File: src/rtl/fw_pkg.sv
// Shared definitions for the QSPI flash writer: register offsets, write-enable
// key, lane modes and the byte-engine state encoding.
package fw_pkg;

  localparam logic [2:0] WE_OFF     = 3'd0;
  localparam logic [2:0] SS_OFF     = 3'd1;
  localparam logic [2:0] CFG_OFF    = 3'd2;
  localparam logic [2:0] TXDATA_OFF = 3'd3;
  localparam logic [2:0] RXDATA_OFF = 3'd4;
  localparam logic [2:0] STATUS_OFF = 3'd5;
  localparam logic [2:0] MAGIC_OFF  = 3'd6;

  localparam logic [23:0] WE_KEY = 24'hA5A855;

  typedef enum logic [1:0] {
    LANE_SINGLE = 2'b00,
    LANE_DUAL   = 2'b01,
    LANE_QUAD   = 2'b10
  } lane_e;

  typedef enum logic [2:0] {
    ST_IDLE,
    ST_LOAD,
    ST_LOW,
    ST_HIGH,
    ST_DONE
  } eng_state_e;

  // The unused lane code 2'b11 behaves as single-lane.
  function automatic lane_e decode_lanes(input logic [1:0] code);
    return (code == 2'b11) ? LANE_SINGLE : lane_e'(code);
  endfunction

endpackage

File: src/rtl/fw_sync_fifo.sv
// Small synchronous first-word-fall-through FIFO with flush. A push while full
// is still accepted when a pop happens in the same cycle.
module fw_sync_fifo #(
  parameter int WIDTH = 8,
  parameter int DEPTH = 4
) (
  input  logic             clk,
  input  logic             rst_n,
  input  logic             flush,
  input  logic             push,
  input  logic [WIDTH-1:0] wdata,
  input  logic             pop,
  output logic [WIDTH-1:0] rdata,
  output logic             full,
  output logic             empty
);

  localparam int AW = (DEPTH > 1) ? $clog2(DEPTH) : 1;

  logic [WIDTH-1:0] mem [DEPTH];
  logic [AW-1:0]    wr_ptr;
  logic [AW-1:0]    rd_ptr;
  logic [AW:0]      count;
  logic             push_ok;
  logic             pop_ok;

  assign full    = (count == (AW+1)'(DEPTH));
  assign empty   = (count == '0);
  assign pop_ok  = pop && !empty;
  assign push_ok = push && (!full || pop_ok);
  assign rdata   = mem[rd_ptr];

  // Pointer and occupancy bookkeeping; flush empties the queue in one cycle.
  always_ff @(posedge clk or negedge rst_n) begin
    if (!rst_n) begin
      wr_ptr <= '0;
      rd_ptr <= '0;
      count  <= '0;
    end else if (flush) begin
      wr_ptr <= '0;
      rd_ptr <= '0;
      count  <= '0;
    end else begin
      if (push_ok) wr_ptr <= wr_ptr + 1'b1;
      if (pop_ok)  rd_ptr <= rd_ptr + 1'b1;
      count <= count + {{AW{1'b0}}, push_ok} - {{AW{1'b0}}, pop_ok};
    end
  end

  // Storage array, written on every accepted push.
  always_ff @(posedge clk) begin
    if (push_ok && !flush) mem[wr_ptr] <= wdata;
  end

endmodule

File: src/rtl/ahb_qspi_flash_writer.sv
// AHB-Lite slave driving the QSPI flash pins with a hardware byte shifter.
// Optional macro FW_HREADY_STALL_EN: a TXDATA write to a full FIFO stalls the
// bus instead of dropping the byte and flagging overrun.
module ahb_qspi_flash_writer
  import fw_pkg::*;
#(
  parameter int          FIFO_DEPTH = 4,
  parameter logic [31:0] MAGIC      = 32'hF1A5_0002,
  parameter logic [7:0]  DIV_RST    = 8'd2
) (
  input  logic        HCLK,
  input  logic        HRESETn,
  input  logic        HSEL,
  input  logic        HREADY,
  input  logic [1:0]  HTRANS,
  input  logic        HWRITE,
  input  logic [2:0]  HSIZE,
  input  logic [31:0] HADDR,
  input  logic [31:0] HWDATA,
  output logic        HREADYOUT,
  output logic [31:0] HRDATA,
  output logic        fm_sck,
  output logic        fm_ce_n,
  input  logic [3:0]  fm_din,
  output logic [3:0]  fm_dout,
  output logic [3:0]  fm_douten
);

  logic       a_valid, a_write;
  logic [2:0] a_addr;
  logic       en, ss, dir_reg, ovr, rx_valid;
  logic [1:0] lanes_reg;
  logic [7:0] div_reg, rx_byte;
  logic       wr_en, rd_en, reg_wr, push, pop, tx_drop, busy;
  logic       fifo_full, fifo_empty;
  logic [7:0] fifo_rdata;

  eng_state_e state, state_next;
  logic [7:0] cnt, cur_div, div_eff, tx_sh, rx_sh, tx_next, rx_next;
  logic [3:0] rise_cnt, total_rises, dout_sel, oen_sel;
  lane_e      cur_lanes;
  logic       cur_dir, sck, phase_end, last_rise;
  logic       unused_bits;

  assign unused_bits = ^{HSIZE, HTRANS[0], HADDR[31:5], HADDR[1:0]};

  // Latch the address phase; it is held while a data phase is being stalled.
  always_ff @(posedge HCLK or negedge HRESETn) begin
    if (!HRESETn) begin
      a_valid <= 1'b0;
      a_write <= 1'b0;
      a_addr  <= '0;
    end else if (HREADY) begin
      a_valid <= HSEL && HTRANS[1];
      a_write <= HWRITE;
      a_addr  <= HADDR[4:2];
    end
  end

  assign wr_en  = a_valid && a_write && HREADYOUT;
  assign rd_en  = a_valid && !a_write && HREADYOUT;
  assign reg_wr = wr_en && en;
  assign push   = reg_wr && (a_addr == TXDATA_OFF);
  assign pop    = en && (state == ST_IDLE) && !fifo_empty;
  assign busy   = (state != ST_IDLE) || !fifo_empty;

`ifdef FW_HREADY_STALL_EN
  assign HREADYOUT = !(a_valid && a_write && en && (a_addr == TXDATA_OFF) && fifo_full && !pop);
  assign tx_drop   = 1'b0;
`else
  assign HREADYOUT = 1'b1;
  assign tx_drop   = push && fifo_full && !pop;
`endif

  fw_sync_fifo #(.WIDTH(8), .DEPTH(FIFO_DEPTH)) u_fifo (
    .clk   (HCLK),
    .rst_n (HRESETn),
    .flush (!en),
    .push  (push),
    .wdata (HWDATA[7:0]),
    .pop   (pop),
    .rdata (fifo_rdata),
    .full  (fifo_full),
    .empty (fifo_empty)
  );

  // Software-visible control/status registers; event sets win over clears.
  always_ff @(posedge HCLK or negedge HRESETn) begin
    if (!HRESETn) begin
      en        <= 1'b0;
      ss        <= 1'b1;
      div_reg   <= DIV_RST;
      lanes_reg <= 2'b00;
      dir_reg   <= 1'b0;
      ovr       <= 1'b0;
      rx_valid  <= 1'b0;
      rx_byte   <= '0;
    end else begin
      if (wr_en && (a_addr == WE_OFF) && (HWDATA[31:8] == WE_KEY)) en <= HWDATA[0];
      if (reg_wr && (a_addr == SS_OFF)) ss <= HWDATA[0];
      if (reg_wr && (a_addr == CFG_OFF)) begin
        div_reg   <= HWDATA[7:0];
        lanes_reg <= HWDATA[9:8];
        dir_reg   <= HWDATA[10];
      end
      if (reg_wr && (a_addr == STATUS_OFF) && HWDATA[3]) ovr <= 1'b0;
      if (tx_drop || ((state == ST_DONE) && rx_valid)) ovr <= 1'b1;
      if (rd_en && (a_addr == RXDATA_OFF)) rx_valid <= 1'b0;
      if (state == ST_DONE) begin
        rx_byte  <= rx_sh;
        rx_valid <= 1'b1;
      end
    end
  end

  // Read mux driven from the latched address during the data phase.
  always_comb begin
    HRDATA = '0;
    if (rd_en) begin
      case (a_addr)
        WE_OFF:     HRDATA = {31'b0, en};
        SS_OFF:     HRDATA = {31'b0, ss};
        CFG_OFF:    HRDATA = {21'b0, dir_reg, lanes_reg, div_reg};
        RXDATA_OFF: HRDATA = {23'b0, rx_valid, rx_byte};
        STATUS_OFF: HRDATA = {28'b0, ovr, rx_valid, fifo_full, busy};
        MAGIC_OFF:  HRDATA = MAGIC;
        default:    HRDATA = '0;
      endcase
    end
  end

  // Lane-dependent shift, pin mapping and bit-group count for the current byte.
  always_comb begin
    rx_next     = {rx_sh[6:0], fm_din[1]};
    tx_next     = {tx_sh[6:0], 1'b0};
    total_rises = 4'd8;
    dout_sel    = {3'b000, tx_sh[7]};
    oen_sel     = 4'b0001;
    case (cur_lanes)
      LANE_DUAL: begin
        rx_next     = {rx_sh[5:0], fm_din[1:0]};
        tx_next     = {tx_sh[5:0], 2'b00};
        total_rises = 4'd4;
        dout_sel    = {2'b00, tx_sh[7:6]};
        oen_sel     = cur_dir ? 4'b0000 : 4'b0011;
      end
      LANE_QUAD: begin
        rx_next     = {rx_sh[3:0], fm_din[3:0]};
        tx_next     = {tx_sh[3:0], 4'b0000};
        total_rises = 4'd2;
        dout_sel    = tx_sh[7:4];
        oen_sel     = cur_dir ? 4'b0000 : 4'b1111;
      end
      default: ;
    endcase
  end

  assign div_eff   = (cur_div == 8'd0) ? 8'd1 : cur_div;
  assign phase_end = (cnt == div_eff - 8'd1);
  assign last_rise = (rise_cnt == total_rises);

  // Engine state register.
  always_ff @(posedge HCLK or negedge HRESETn) begin
    if (!HRESETn) state <= ST_IDLE;
    else          state <= state_next;
  end

  // Engine next-state logic; disabling the block aborts straight to IDLE.
  always_comb begin
    state_next = state;
    case (state)
      ST_IDLE: if (pop) state_next = ST_LOAD;
      ST_LOAD: state_next = ST_LOW;
      ST_LOW:  if (phase_end) state_next = ST_HIGH;
      ST_HIGH: if (phase_end) state_next = last_rise ? ST_DONE : ST_LOW;
      ST_DONE: state_next = ST_IDLE;
      default: state_next = ST_IDLE;
    endcase
    if (!en) state_next = ST_IDLE;
  end

  // Engine datapath: phase timer, SCK, shift registers and per-byte config.
  always_ff @(posedge HCLK or negedge HRESETn) begin
    if (!HRESETn) begin
      cnt       <= '0;
      rise_cnt  <= '0;
      sck       <= 1'b0;
      tx_sh     <= '0;
      rx_sh     <= '0;
      cur_div   <= DIV_RST;
      cur_lanes <= LANE_SINGLE;
      cur_dir   <= 1'b0;
    end else if (!en) begin
      cnt      <= '0;
      rise_cnt <= '0;
      sck      <= 1'b0;
    end else begin
      case (state)
        ST_IDLE: begin
          cnt <= '0;
          if (pop) tx_sh <= fifo_rdata;
        end
        ST_LOAD: begin
          cur_div   <= div_reg;
          cur_lanes <= decode_lanes(lanes_reg);
          cur_dir   <= dir_reg;
          cnt       <= '0;
          rise_cnt  <= '0;
          rx_sh     <= '0;
        end
        ST_LOW: begin
          if (phase_end) begin
            sck      <= 1'b1;
            cnt      <= '0;
            rise_cnt <= rise_cnt + 4'd1;
            rx_sh    <= rx_next;
          end else begin
            cnt <= cnt + 8'd1;
          end
        end
        ST_HIGH: begin
          if (phase_end) begin
            sck <= 1'b0;
            cnt <= '0;
            if (!last_rise) tx_sh <= tx_next;
          end else begin
            cnt <= cnt + 8'd1;
          end
        end
        default: ;
      endcase
    end
  end

  assign fm_sck    = sck && en;
  assign fm_ce_n   = en ? ss : 1'b1;
  assign fm_dout   = en ? dout_sel : 4'b0000;
  assign fm_douten = en ? oen_sel : 4'b0000;

endmodule

File: config.mk
export PLATFORM = sky130hd
export DESIGN_NAME = ahb_qspi_flash_writer
export DESIGN_NICKNAME = d
export VERILOG_FILES = /design/src/rtl/fw_pkg.sv /design/src/rtl/fw_sync_fifo.sv /design/src/rtl/ahb_qspi_flash_writer.sv
export SDC_FILE = /design/constraint.sdc
export NUM_CORES = 1
export LEC_CHECK = 0
export CAP_MARGIN = 20
export CORE_MARGIN = 3
export CORE_UTILIZATION = 45
export CTS_CLUSTER_DIAMETER = 150
export CTS_CLUSTER_SIZE = 8
export DETAILED_ROUTE_END_ITERATION = 7
export HOLD_SLACK_MARGIN = 0.08
export PLACE_DENSITY = 0.84
export SLEW_MARGIN = 20
export SYNTH_ARGS = -nofsm -noshare
export SYNTH_HDL_FRONTEND = slang
export SYNTH_SLANG_ARGS = --single-unit
File: constraint.sdc
create_clock -name HCLK -period 2.5 [get_ports HCLK]
set_input_delay 0.75 -clock HCLK [delete_from_list [all_inputs] [get_ports HCLK]]
set_output_delay 0.75 -clock HCLK [all_outputs]
set_load 0.1 [all_outputs]
**After elaboration in Yosys (flattened, before gate mapping)**

Memories as Yosys holds them, arrays and structs flattened.
Index checks and enable logic that the tools add are counted.

- Input bits: 78
- RAM bits: 32
- Register bits after elaboration: 78
- Output and inout bits: 43
- Memories kept: 1

Memory list:

| memory | depth | width | rd ports | clocked after Yosys merged registers in | write ports | line | source |
|---|---|---|---|---|---|---|---|
| u_fifo.mem | 4 | 8 | 1 | 0 | 1 | fw_sync_fifo.sv:20 | `logic [WIDTH-1:0] mem [DEPTH];` |

- $add $sub $neg: 7
- Equality and inequality tests: 29
- Reduce and logical (&&, ||, !) cells: 45
- Mux-type cells: 47

Operators with widths:

| kind | number |
|---|---|
| $pmux 32 s6 | 1 |
| $pmux 8 s2 | 5 |
| $mux 8 | 7 |
| $mux 32 | 1 |
| $pmux 4 s2 | 4 |
| $eq 24x24->1 const B | 1 |
| $logic_and 1x1->1 | 21 |
| $mux 4 | 5 |
| $mux 3 | 6 |
| $eq 3x3->1 const B | 5 |
| $eq 3x2->1 const B | 4 |
| $mux 2 | 6 |
| $ne 3x3->1 const B | 4 |
| $pmux 3 s4 | 1 |
| $mux 1 | 10 |
| $logic_not 3->1 | 3 |
| $reduce_and 3->1 | 3 |
| $add 8x1->8 const B | 1 |
| $eq 8x8->1 | 1 |
| $logic_not 8->1 | 1 |
| $ne 2x2->1 const B | 4 |
| $reduce_bool 2->1 | 4 |
| $sub 8x1->8 const B | 1 |
| $eq 3x1->1 const B | 2 |
| other kinds (16) | 27 |

**Logic depth before layout (Yosys ltp)**

- Depth in word-level cells: 9
- Gate-level depth with buffers: 12

**Cells and area by module**

From an unflattened synthesis, not the netlist that was laid out.

- Cell total of the unflattened synthesis: 587
- Area total of the unflattened synthesis: 6124.6 um^2

By module, submodules not included:

| module | area each (um^2) | cells each | times used |
|---|---|---|---|
| ahb_qspi_flash_writer | 4490.6 | 500 | 1 |
| fw_sync_fifo | 1634.1 | 87 | 1 |

**Worst setup path after synthesis**

Ideal clock, no wire load.

- Kind: flip-flop to output port
- Start: register cur_lanes[0]
- End: output fm_douten[1]
- Arrival time: 3.248 ns
- Path buffers: 2
- Path slack: -1.498 ns
- Stages on the path, launching flop included: 7
- Required time: 1.750 ns
- Cells stage by stage: dfrtp_1 inv_1 ha_1 clkbuf_1 clkbuf_1 nand2b_1 nor3_1

- Cells in the longest elaborated chain, start to end: 3

RTL lines:

| element | line | source |
|---|---|---|
| from (decl) | ahb_qspi_flash_writer.sv:41 | `lane_e cur_lanes;` |
| from (signal assigned) | ahb_qspi_flash_writer.sv:205 | `cur_lanes <= decode_lanes(lanes_reg);` |
| $eq 2x2->1 or $eq 2x1->1 (tied branches) | ahb_qspi_flash_writer.sv:139 | `case (cur_lanes)` |
| $pmux 4 s2 * | ahb_qspi_flash_writer.sv:139 |  |
| $mux 4 * | ahb_qspi_flash_writer.sv:238 | `assign fm_douten = en ? oen_sel : 4'b0000;` |
| to (decl) | ahb_qspi_flash_writer.sv:26 | `output logic [3:0] fm_douten` |

Every way passes the cells marked *; elsewhere a longest branch is shown, timed or not.

**Final worst setup path**

- Start: register cur_div[1]
- End: register tx_sh[3]

- Cells in the longest elaborated chain, start to end: 6

RTL lines:

| element | line | source |
|---|---|---|
| from (decl) | ahb_qspi_flash_writer.sv:39 | `logic [7:0] cnt, cur_div, div_eff, tx_sh, rx_sh, tx_next, rx_next;` |
| from (signal assigned) | ahb_qspi_flash_writer.sv:204 | `cur_div <= div_reg;` |
| $logic_not 8->1 | ahb_qspi_flash_writer.sv:158 | `assign div_eff = (cur_div == 8'd0) ? 8'd1 : cur_div;` |
| $mux 8 * | ahb_qspi_flash_writer.sv:158 |  |
| $sub 8x1->8 * | ahb_qspi_flash_writer.sv:159 | `assign phase_end = (cnt == div_eff - 8'd1);` |
| $eq 8x8->1 * | ahb_qspi_flash_writer.sv:159 |  |
| $ne 2x2->1 (no source line) * | n/a |  |
| $reduce_and 5->1 (no source line) * | n/a |  |
| to (signal assigned) | ahb_qspi_flash_writer.sv:201 | `if (pop) tx_sh <= fifo_rdata;` |
| to (signal assigned) | ahb_qspi_flash_writer.sv:225 | `if (!last_rise) tx_sh <= tx_next;` |
| to (decl) | ahb_qspi_flash_writer.sv:39 |  |

Marks and branches as above.
A chain may end at the register's enable or synchronous reset.

==> reports/summary.txt <==
status - finished, violations left
failing checks - setup timing
RSZ-0062 raised after global routing - yes
CP bufs+invs - 4
design area - 8550 sq um
Leakage - 3.50 nW
Post-Layout Cell Count - 845
Final Wtd Congestion - 0.892
NumNets Final - 758
CP Launch Type - register
Yosys cell types - 65
Total Routing Usage GR - 0.225
Syn Std Cell Area - 5890 sq um
Setup Viol. Count Final - 36
most used cell, CP - buf_6
vias in the first global route - 4,872
Worst Skew - 0.0131 ns
CP endpoint - tx_sh[3]$_DFFE_PN0P_
crit-path max FO - 6
Top reg by flops - u_fifo.mem
FF-to-FF path depth - 14
HP Class - in2async
register area - 2930 sq um
area occupied by multi-input gates - 3260 sq um
cts hold-fix bufs - 0
CTS tree - yes
reg2reg start - cur_div[1]$_DFFE_PN1P_
total number of cells along the worst setup path - 14
Cell Area, Placed - 7320 sq um
total power - 3.74 mW
Worst Setup End Kind - register
worst setup path start - cur_div[1]$_DFFE_PN1P_
Worst Slack Setup Final - -0.235 ns
VDD IR max - 0.355 mV
max reg flops - 32
I/O Buffers - 74
final slew viol count - 0
fin util - 0.672
CP Cell Sequence - nor3_4 > a21oi_2 > ha_4 > buf_6 > nand2_2 > o31ai_4 > o31ai_2 > nor2b_1 > and2_4 > a21oi_4 > buf_12 > buf_4 > buf_6 > o22ai_1
FFs w/ async S/R, synth - 0.709
Tightest Pin Transition - 0.579 ns
fin crit period - 2.74 ns
maximum clock frequency - 0.366 GHz
Clk Latency, worst-skew pair - 0.37 ns
Detailed Route Iter0 Violations - 644
worst endpoint required time - 2.78 ns
initial antenna violation count - 0
CTS buffer count - 9
period utilization - 1.09
DR vias - 5,059
routed len/inst - 22.6 um
root buf cell - clkbuf_16
most common cell after layout, fill and taps aside - dfrtp_1
H-tree depth reported by CTS - 3
core footprint - 12,700 sq um
Worst EP arrival - 3.02 ns
Via density - 5.99
Max Cap Viol - 0
reg2reg end - tx_sh[3]$_DFFE_PN0P_
Slew HR - 0.614
share of the yosys chip area belonging to registers - 0.495
die area - 14,500 sq um
delay-heaviest family, CP - compound AO/OA/AOI/OAI gates
Worst-path clk slew - 0.09 ns
R2R Setup Slk - -0.24 ns
pwr dens - 437 nW/um^2
clock sink count - 110
Gate Count Post-Synth - 540
critical path's slowest cell - dfstp_2
Fillers - 819
Boundary Pins - 121
Remaining DRCs - 0
first-pass GRT wire length - 25,500 um
layout cells sized above 1 - 0.435
clock buffer depth - 2
Worst path max stage delay - 0.58 ns
ANT cells - 0
yosys warns - 0
dpl hpwl - 10,600 um
Initial Util - 0.463
Area growth syn-to-layout - 45.2%
1st-pass router iterations - 5
largest net degree at the start of global routing - 40
FP Rows - 41
final-report hold violation count - 0
flops & latches, synth - 110
Placed Cells incl. Taps - 786
Setup CP Type - reg2reg
Die Y - 120 um
total wire length - 19,100 um
GR Overflow Total - 0
commonest non-fill, non-tap cells in the layout - dfrtp_1, buf_4, nand2_1
Final ANT Viol Nets - 0
Die X - 120 um
Top FF cell, synth - dfrtp_1
Post-synth EDFFs - 32
syn avg cell area - 10.9 sq um
-- power by group --
part	total, mW	leakage, nW	internal, mW	switching, mW
Sequential	1.87	1.32	1.86	0.0119
Clock	1.47	0.145	0.705	0.765
Combinational	0.397	2.04	0.155	0.242
Total	3.74	3.50	2.72	1.02
-- layout make-up --
class                           count  share of cell area
Sequential cell                   110               0.342
Timing Repair Buffer              155               0.212
Multi-Input combinational cell    378               0.381
Tap cell                          172              0.0252
Inverter                           14             0.00614
Clock buffer                        9              0.0263
Clock inverter                      7             0.00731
-- metal layers --
metal,GRT usage,wire (um),share of wire
met5,0,0,0
met1,0.283,7000,0.37
met4,0.0836,910,0.048
met3,0.0571,1480,0.077
met2,0.377,9730,0.51
-- cell usage after synthesis (3+ instances only) --
cell      number  area (sq um)
or2_2          3          18.8
nor3_2         3          30.0
nand3_1       21           105
nand4_1        3          18.8
nor2b_1        8          50.1
nor2_1        35           131
mux2_4         5          75.1
a22oi_1       19           143
dfrtp_1       75          1880
dfstp_2        3          78.8
and2_1        13          81.3
nand3b_1       3          22.5
mux2i_1        4          40.0
nand2_1       53           199
xor2_1         9          78.8
nand2b_1      10          62.6
edfxtp_1      32           961
xnor2_1        8          70.1
inv_1         13          48.8
nor4bb_1       3          30.0
ha_1          11           138
a22o_1         3          26.3
nor3_1         8          40.0
mux2_2        36           405
and3_1         6          37.5
o21ai_1        5          25.0
o21ai_0       26           130
mux4_2         8           180
a21oi_1       15          75.1
buf_1          3          11.3
buf_4         22           165
clkbuf_1      23          86.3
o21ai_2        8          70.1
-- per-stage QoR --
| step | hold slack [ns] | setup WS, ns | TNS, ns |
|---|---|---|---|
| after floorplan | 0.454 | -0.297 | -4.08 |
| after global placement | 0.498 | -0.0388 | -0.179 |
| after detailed placement | 0.504 | -0.166 | -1.97 |
| after CTS | 0.257 | -0.0559 | -0.484 |
| after global routing | 0.254 | -0.313 | -7.61 |
| final | 0.253 | -0.235 | -4.67 |
-- timing repair --
item,CTS,global route
endpoints found under the setup margin,44,56
buffers inserted,16,26
gates resized for setup,38,84
pin swaps,6,37
cloned,1,3
-- logic make-up (layout without fill, tap and decap cells) --
kind of cell	count (synthesis)	after routing	synth area share
other	2	13	0.00127
AO/OA/AOI/OAI	101	102	0.116
flip-flops	110	110	0.495
XOR/XNOR	17	17	0.0253
adder cells (fa/ha/maj)	12	12	0.0268
buffers and inverters	64	185	0.0563
multiplexers	53	53	0.119
AND/OR/NAND/NOR	181	181	0.160
-- how the worst min path moves through the flow --
stage | from | end | slack [ns] | cells after the start
floorplan | HRESETn | a_addr[0]$_DFFE_PN0P_ | 0.45 | 0
global placement | ovr$_DFFE_PN0P_ | ovr$_DFFE_PN0P_ | 0.50 | 2
detailed placement | ovr$_DFFE_PN0P_ | ovr$_DFFE_PN0P_ | 0.50 | 2
CTS | HRESETn | a_valid$_DFFE_PN0P_ | 0.26 | 1
global route | HRESETn | u_fifo.wr_ptr[1]$_DFFE_PN0P_ | 0.25 | 1
finish | HRESETn | cur_div[6]$_DFFE_PN0P_ | 0.25 | 1
Power figures use the tool's default switching activity.
